**config.mk**
```make
export PLATFORM = sky130hd
export DESIGN_NAME = wb_port_arbiter
export DESIGN_NICKNAME = d
export VERILOG_FILES = /design/src/rtl/wb_port_arbiter.sv
export SDC_FILE = /design/constraint.sdc
export NUM_CORES = 1
export LEC_CHECK = 0
export CORE_MARGIN = 10
export CORE_UTILIZATION = 25
export CTS_BUF_LIST = sky130_fd_sc_hd__clkbuf_4
export CTS_CLUSTER_DIAMETER = 150
export CTS_CLUSTER_SIZE = 8
export DETAILED_ROUTE_END_ITERATION = 8
export PLACE_DENSITY = 0.56
export RECOVER_POWER = 100
export SLEW_MARGIN = 10
export SYNTH_ARGS = -nofsm -noshare
export SYNTH_HDL_FRONTEND = slang
export SYNTH_SLANG_ARGS = --single-unit
```
**constraint.sdc**
```tcl
create_clock -name clk -period 3.7 [get_ports clk]
set_input_delay 0.555 -clock clk [delete_from_list [all_inputs] [get_ports clk]]
set_output_delay 0.555 -clock clk [all_outputs]
set_load 0.05 [all_outputs]
```
**src/rtl/wb_port_arbiter.sv**
```systemverilog
// Writeback-port arbiter: shares the register-file write port between the in-order
// WB stage and a buffered MDU result stream, with a starvation-driven one-cycle stall.
module wb_port_arbiter #(
  parameter int DEPTH        = 2,
  parameter int STARVE_LIMIT = 4
) (
  input  logic        clk,
  input  logic        rst_n,
  input  logic        pipe_valid,
  input  logic [4:0]  pipe_rd,
  input  logic [31:0] pipe_data,
  input  logic        mdu_valid,
  output logic        mdu_ready,
  input  logic [4:0]  mdu_rd,
  input  logic [31:0] mdu_data,
  output logic        stall_o,
  output logic        wb_sel,
  output logic        wb_en,
  output logic [4:0]  wb_rd,
  output logic [31:0] wb_data
);

  localparam int          AW       = $clog2(DEPTH);
  localparam logic [AW:0] FULL_CNT = (AW+1)'(DEPTH);
  localparam logic [3:0]  LIMIT    = 4'(STARVE_LIMIT);

  typedef enum logic [1:0] {
    GNT_NONE,
    GNT_PIPE,
    GNT_MDU
  } grant_e;

  logic [4:0]    mem_rd   [DEPTH];
  logic [31:0]   mem_data [DEPTH];
  logic [AW-1:0] wr_ptr;
  logic [AW-1:0] rd_ptr;
  logic [AW:0]   count;
  logic [3:0]    age;

  logic          not_empty;
  logic          push;
  logic          pop;
  grant_e        grant;
  logic [4:0]    sel_rd;
  logic [31:0]   sel_data;

  assign not_empty = (count != '0);
  assign mdu_ready = (count != FULL_CNT);
  // Built from registered count/age only, so the pipeline freeze has no input-to-output path.
  assign stall_o   = not_empty && (age >= LIMIT);
  assign push      = mdu_valid && mdu_ready;
  assign pop       = (grant == GNT_MDU);

  // NOTE: every signal assigned in always_comb gets a default first, so no path can infer a latch.
  always_comb begin
    grant    = GNT_NONE;
    sel_rd   = '0;
    sel_data = '0;
    if (stall_o) begin
      grant = GNT_MDU;
    end else if (pipe_valid) begin
      grant = GNT_PIPE;
    end else if (not_empty) begin
      grant = GNT_MDU;
    end
    case (grant)
      GNT_PIPE: begin
        sel_rd   = pipe_rd;
        sel_data = pipe_data;
      end
      GNT_MDU: begin
        sel_rd   = mem_rd[rd_ptr];
        sel_data = mem_data[rd_ptr];
      end
      default: ;
    endcase
  end

  // NOTE: sequential state uses non-blocking assignments so all registers update from pre-edge values.
  always_ff @(posedge clk or negedge rst_n) begin
    if (!rst_n) begin
      wr_ptr <= '0;
      rd_ptr <= '0;
      count  <= '0;
      age    <= '0;
    end else begin
      if (push) wr_ptr <= wr_ptr + AW'(1);
      if (pop)  rd_ptr <= rd_ptr + AW'(1);
      case ({push, pop})
        2'b10:   count <= count + (AW+1)'(1);
        2'b01:   count <= count - (AW+1)'(1);
        default: ;
      endcase
      // A head that is present and not popped has lost arbitration this cycle.
      if (!not_empty || pop) begin
        age <= '0;
      end else if (age != 4'hF) begin
        age <= age + 4'd1;
      end
    end
  end

  // NOTE: FIFO storage is deliberately not reset; count and pointers alone decide what is valid.
  always_ff @(posedge clk) begin
    if (push) begin
      mem_rd[wr_ptr]   <= mdu_rd;
      mem_data[wr_ptr] <= mdu_data;
    end
  end

  always_ff @(posedge clk or negedge rst_n) begin
    if (!rst_n) begin
      wb_en   <= 1'b0;
      wb_sel  <= 1'b0;
      wb_rd   <= '0;
      wb_data <= '0;
    end else begin
      // Writes to x0 still consume the grant but never reach the register file.
      wb_en <= (grant != GNT_NONE) && (sel_rd != 5'd0);
      if (grant != GNT_NONE) begin
        wb_sel  <= (grant == GNT_MDU);
        wb_rd   <= sel_rd;
        wb_data <= sel_data;
      end
    end
  end

endmodule

```
### Word level (Yosys, flattened, before mapping)

Memory sizes are Yosys's and may differ from the RTL's.
Cells that the tools add are included.

| storage, ports and cells | value |
|---|---|
| bits of input ports | 78 |
| register bits after elaboration | 47 |
| memories kept | 2 |
| word-level logic and storage cells | 42 |
| memory bits (writable) | 74 |
| output and inout port bits | 41 |

| operators by class | value |
|---|---|
| equal/unequal tests | 6 |
| multiplexer cells | 10 |
| add/subtract/negate cells | 5 |
| reductions and logical operators | 10 |
| magnitude comparators | 1 |

Memory list:

| name | words | bits a word | read ports | clocked after Yosys merged registers in | write ports | RTL line | RTL |
|---|---|---|---|---|---|---|---|
| mem_data | 2 | 32 | 1 | 0 | 1 | 34 | `logic [31:0] mem_data [DEPTH];` |
| mem_rd | 2 | 5 | 1 | 0 | 1 | 33 | `logic [4:0] mem_rd [DEPTH];` |

Operator list:

| cell | number |
|---|---|
| $pmux 32 s2 | 1 |
| $pmux 5 s2 | 1 |
| $mux 4 | 2 |
| $reduce_bool 2->1 | 4 |
| $mux 2 | 3 |
| $reduce_bool 5->1 | 1 |
| $add 4x1->4 const B | 1 |
| $eq 2x1->1 const B | 2 |
| $eq 2x2->1 const B | 2 |
| $ge 4x3->1 const B | 1 |
| $ne 4x4->1 const B | 1 |
| $pmux 2 s2 | 1 |
| $logic_and 1x1->1 | 3 |
| $add 1x1->1 const B | 2 |
| $add 2x1->2 const B | 1 |
| $mux 1 | 2 |
| $ne 2x2->1 const B | 1 |
| $sub 2x1->2 const B | 1 |
| $logic_not 1->1 | 1 |
| $logic_or 1x1->1 | 1 |

### Logic depth before layout (Yosys ltp)

| logic depth | value |
|---|---|
| depth in word-level cells | 8 |
| depth in mapped cells | 9 |
| mapped depth without buffers | 7 |

### Worst setup path before layout

Ideal clock, no wire load.

| path | value |
|---|---|
| path kind | register to register |
| start | register count[0] |
| end | memory mem_data[0][0] (enable) |
| data required time | 3.269 ns |
| setup time | 0.431 ns |
| cell stages (with the launch flop) | 5 |
| setup slack | 0.560 ns |
| path buffers | 1 |
| clock period less this slack | 3.140 ns |
| arrival | 2.709 ns |
| cell sequence | dfrtp_1 > buf_2 > nand2b_1 > nand2_1 > nor2_1 |

| on the way | value |
|---|---|
| cells in the longest elaborated chain, start to end | 4 |

Ends and longest elaborated chain:

| element | RTL line | RTL |
|---|---|---|
| from (decl) | 37 | `logic [AW:0] count;` |
| from (signal assigned) | 90 | `2'b10: count <= count + (AW+1)'(1);` |
| from (signal assigned) | 91 | `2'b01: count <= count - (AW+1)'(1);` |
| $ne 2x2->1 | 48 | `assign mdu_ready = (count != FULL_CNT);` |
| named net mdu_ready | 13 | `output logic mdu_ready,` |
| $logic_and 1x1->1 | 51 | `assign push = mdu_valid && mdu_ready;` |
| $mux 1 | 105 | `if (push) begin` |
| $mux 1 (not written as such) | 107 | `mem_data[wr_ptr] <= mdu_data;` |
| to (decl) | 34 |  |

The timed path passes the listed nets, and every way through them passes these cells.

### Final worst setup path

| path | value |
|---|---|
| start | register count[0] |
| end | memory mem_data[0][24] (enable) |

| on the way | value |
|---|---|
| cells in the longest elaborated chain, start to end | 4 |

Ends and longest elaborated chain:

| element | RTL line |
|---|---|
| $ne 2x2->1 | 48 |
| $logic_and 1x1->1 | 51 |
| $mux 1 | 105 |
| $mux 1 (not written as such) | 107 |

No other way between the ends.

==> impl_metrics.yaml <==
placed_design:
  place_ws_ps: 1280
  place.gp.congestion: 0.711
  port_buffers: 118
  dp_hpwl_um: 8450
  dp_cells: 630
timing:
  max-slew-margin-rel_pct: -51.6
  fin_crit_ps: 2960
  holdWs_ps: 462
  tightest_slew_ps: 2270
  setup_ws_ps: 738
  finClkSkew_ps: 13.9
  fmaxAchievable_mhz: 338
  final_hold_viol_count: 0
  maxSlewViolCount: 188
  setup_viol: 0
  fin_crit_sh_pct: 80.1
  rsz0062_at_grt: "no"
  tns_ps: 0
cts:
  htreeDepth: 4
  cts_buffers: 17
  cts_root_buf: "clkbuf_4"
  clock-sinks: 121
  path_clk_slew_ps: 100
  cts_tree: "yes"
  clkLatencyLatePin_ps: 520
  cts_resized: 0
  clock_path_buffers: 2
  post_cts.repair.setup_buffers: 0
logic_synthesis:
  synth_xor_xnor_area_share_pct: 0.930
  avgSynthCellArea_um2: 16.0
  netlist_area_mm2: 0.00471
  ys_async_sr_fraction_pct: 38.8
  syn_inst: 294
  synth.distinct_cells: 34
  synth_top_area_share_pct: 47.2
  synth_top_family_by_area: "compound AO/OA/AOI/OAI gates"
  synthSimpleGateAreaFrac_pct: 7.07
  yosys.area.top_type: "edfxtp_1"
  synth_compound_area_share_pct: 9.27
  yosysSeqAreaShare_pct: 72.2
  synthFlopType: "edfxtp_1"
  synth.top_cells.by_area: "edfxtp_1 (47%), dfrtp_1 (25%), mux2i_1 (7.7%)"
  yosysWarningCount: 0
  synth_fa_ha_area_share_pct: 0.531
  syn-num-nets: 374
  ys_ff_latch: 121
  synth_enable_flop_cells: 74
  muxShareOfSynthArea_pct: 7.65
grt:
  grt_pass1_vias: 3435
  grtUsageTotal_pct: 10.1
  overflow: 0
  grt_pass1_wl_um: 18600
  antenna_found_initial: 8
  grt_max_degree: 44
run_status:
  violations: "max-capacitance violations, max-slew violations"
  status: "complete, but fails checks"
cells_and_area:
  syn2layout_area_growth_pct: 36.1
  fin_util_pct: 34.4
  final_cell_mix: "dlygate4sd3_1 (80), edfxtp_1 (74), dfrtp_1 (47)"
  fillCellCount: 1846
  layout_commonest_cell: "dlygate4sd3_1"
  fin_cells: 670
  fin_nets: 496
  drive_gt1_share_pct: 9.09
die:
  die_width_um: 157
  die-area_mm2: 0.0247
  dieHeight_um: 157
  num_rows: 50
  coreArea_mm2: 0.0186
  initial_core_util_pct: 25.3
  io_pins: 119
setup_path:
  crit_arrival_ps: 3060
  crit_chain: "nand2b_1 -> nand2_1 -> nor2_4 -> clkbuf_1"
  worst_path_max_delay_cell: "clkbuf_1"
  critPathMaxStageDelay_ps: 1620
  required_ps: 3800
  critPathKind: "flop to flop"
  cp_max_fo: 37
  startpoint_type: "flop"
  regToRegStartpoint: "count[0]"
  critical_path.startpoint: "count[0]"
  crit_path_end_kind: "flop"
pwr:
  leakage_nw: 2.36
  irDropWorstVdd_mv: 0.359
  p_per_area_mw_per_mm2: 833
min_path:
  min_from: "age[0]"
  min-delay-path-class: "flop to flop"
detailed_routing:
  drc: 0
  drtIter0Drc: 154
  finalWirelength_um: 12300
  antenna_left: 0
  vias_per_cell: 4.51
  routed-via-count: 3023
  drt_pass1_iterations: 4
  wl_per_cell_um: 18.3
job:
  drv_cap: 5
## report_power, final
group | internal, W | switching, W
clock network | 0.000397 | 0.000491
logic | 0.000821 | 0.00142
registers | 0.00191 | 0.000305
## flip-flops by register name (all words and copies together), names as in the netlist
register and cells:
wb_sel 1, mem_data 64, age 4, rd_ptr 1
wb_en 1, wb_data 32, count 2, wb_rd 5
wr_ptr 1, mem_rd 10
## synthesized netlist by cell type, types with 2 or more instances
cell      count
o221a_2       6
and3_1        3
edfxtp_1     74
nand2_1       3
xnor2_1       4
o22ai_1       2
clkbuf_1      8
buf_1         2
buf_2        12
dfrtp_1      47
a221o_1       6
nor3_1        8
inv_1         3
ha_1          2
mux2i_1      36
o221a_1      24
nor2_1        8
nand3_1      30
## logic make-up (layout without fill, tap and decap cells)
| kind of cell | Yosys count | after routing |
|---|---|---|
| fa+ha+maj | 2 | 2 |
| xor+xnor | 5 | 5 |
| flops | 121 | 121 |
| simple gates | 63 | 63 |
| other cells | 1 | 8 |
| buf+inv | 25 | 160 |
| compound gates | 41 | 41 |
| mux | 36 | 36 |
## cell type report
type                            count  area (um2)  share of cell area [%]
Timing Repair Buffer              125        1220                    19.0
Inverter                            3        11.3                   0.176
Clock buffer                       18         135                    2.11
Antenna cell                        7        17.5                   0.273
Tap cell                          234         293                    4.57
Clock inverter                     14         133                    2.07
Sequential cell                   121        3400                    53.0
Multi-Input combinational cell    148        1200                    18.8
## path summary, 6_finish.rpt
| path | to | slack [ps] | depth (start not counted) |
|---|---|---|---|
| worst max-delay path | mem_data[0][24] | 740 | 4 |
| worst max register to register | mem_data[0][24] | 740 | 4 |
| worst min-delay path | age[0] | 460 | 1 |
| worst min register to register | age[0] | 460 | 1 |
| max in group asynchronous | wb_data[31] | 1760 | 3 |
| min in group asynchronous | wb_en | 880 | 2 |
## metal layers
| metal | wire length, um | part of all wire [%] | GRT usage [%] |
|---|---|---|---|
| met4 | 174 | 1.4 | 4.23 |
| met2 | 6070 | 50 | 16.2 |
| met5 | 13 | 0.11 | 0 |
| met1 | 5030 | 41 | 11.1 |
| met3 | 970 | 7.9 | 4.89 |
## through the flow
step / power (W) / instance area (um2)
after floorplan: 0.00374 / 4710
after global placement: 0.00455 / 6140
after detailed placement: 0.00459 / 6140
final: 0.00534 / 6410
after global routing: 0.00565 / 6410
after CTS: 0.00550 / 6410
## critical path, delay by kind of cell, from the launching register on
kind          cells  cell delay, ps
flops             1             470
buf+inv           1            1620
simple gates      3             430
## what timing repair did
action,4_1_cts,5_1_grt
hold buffers,1,0
endpoints found under the hold margin,23,0
setup endpoints to repair,0,0
Note: power is estimated with default switching activity, not from simulation.
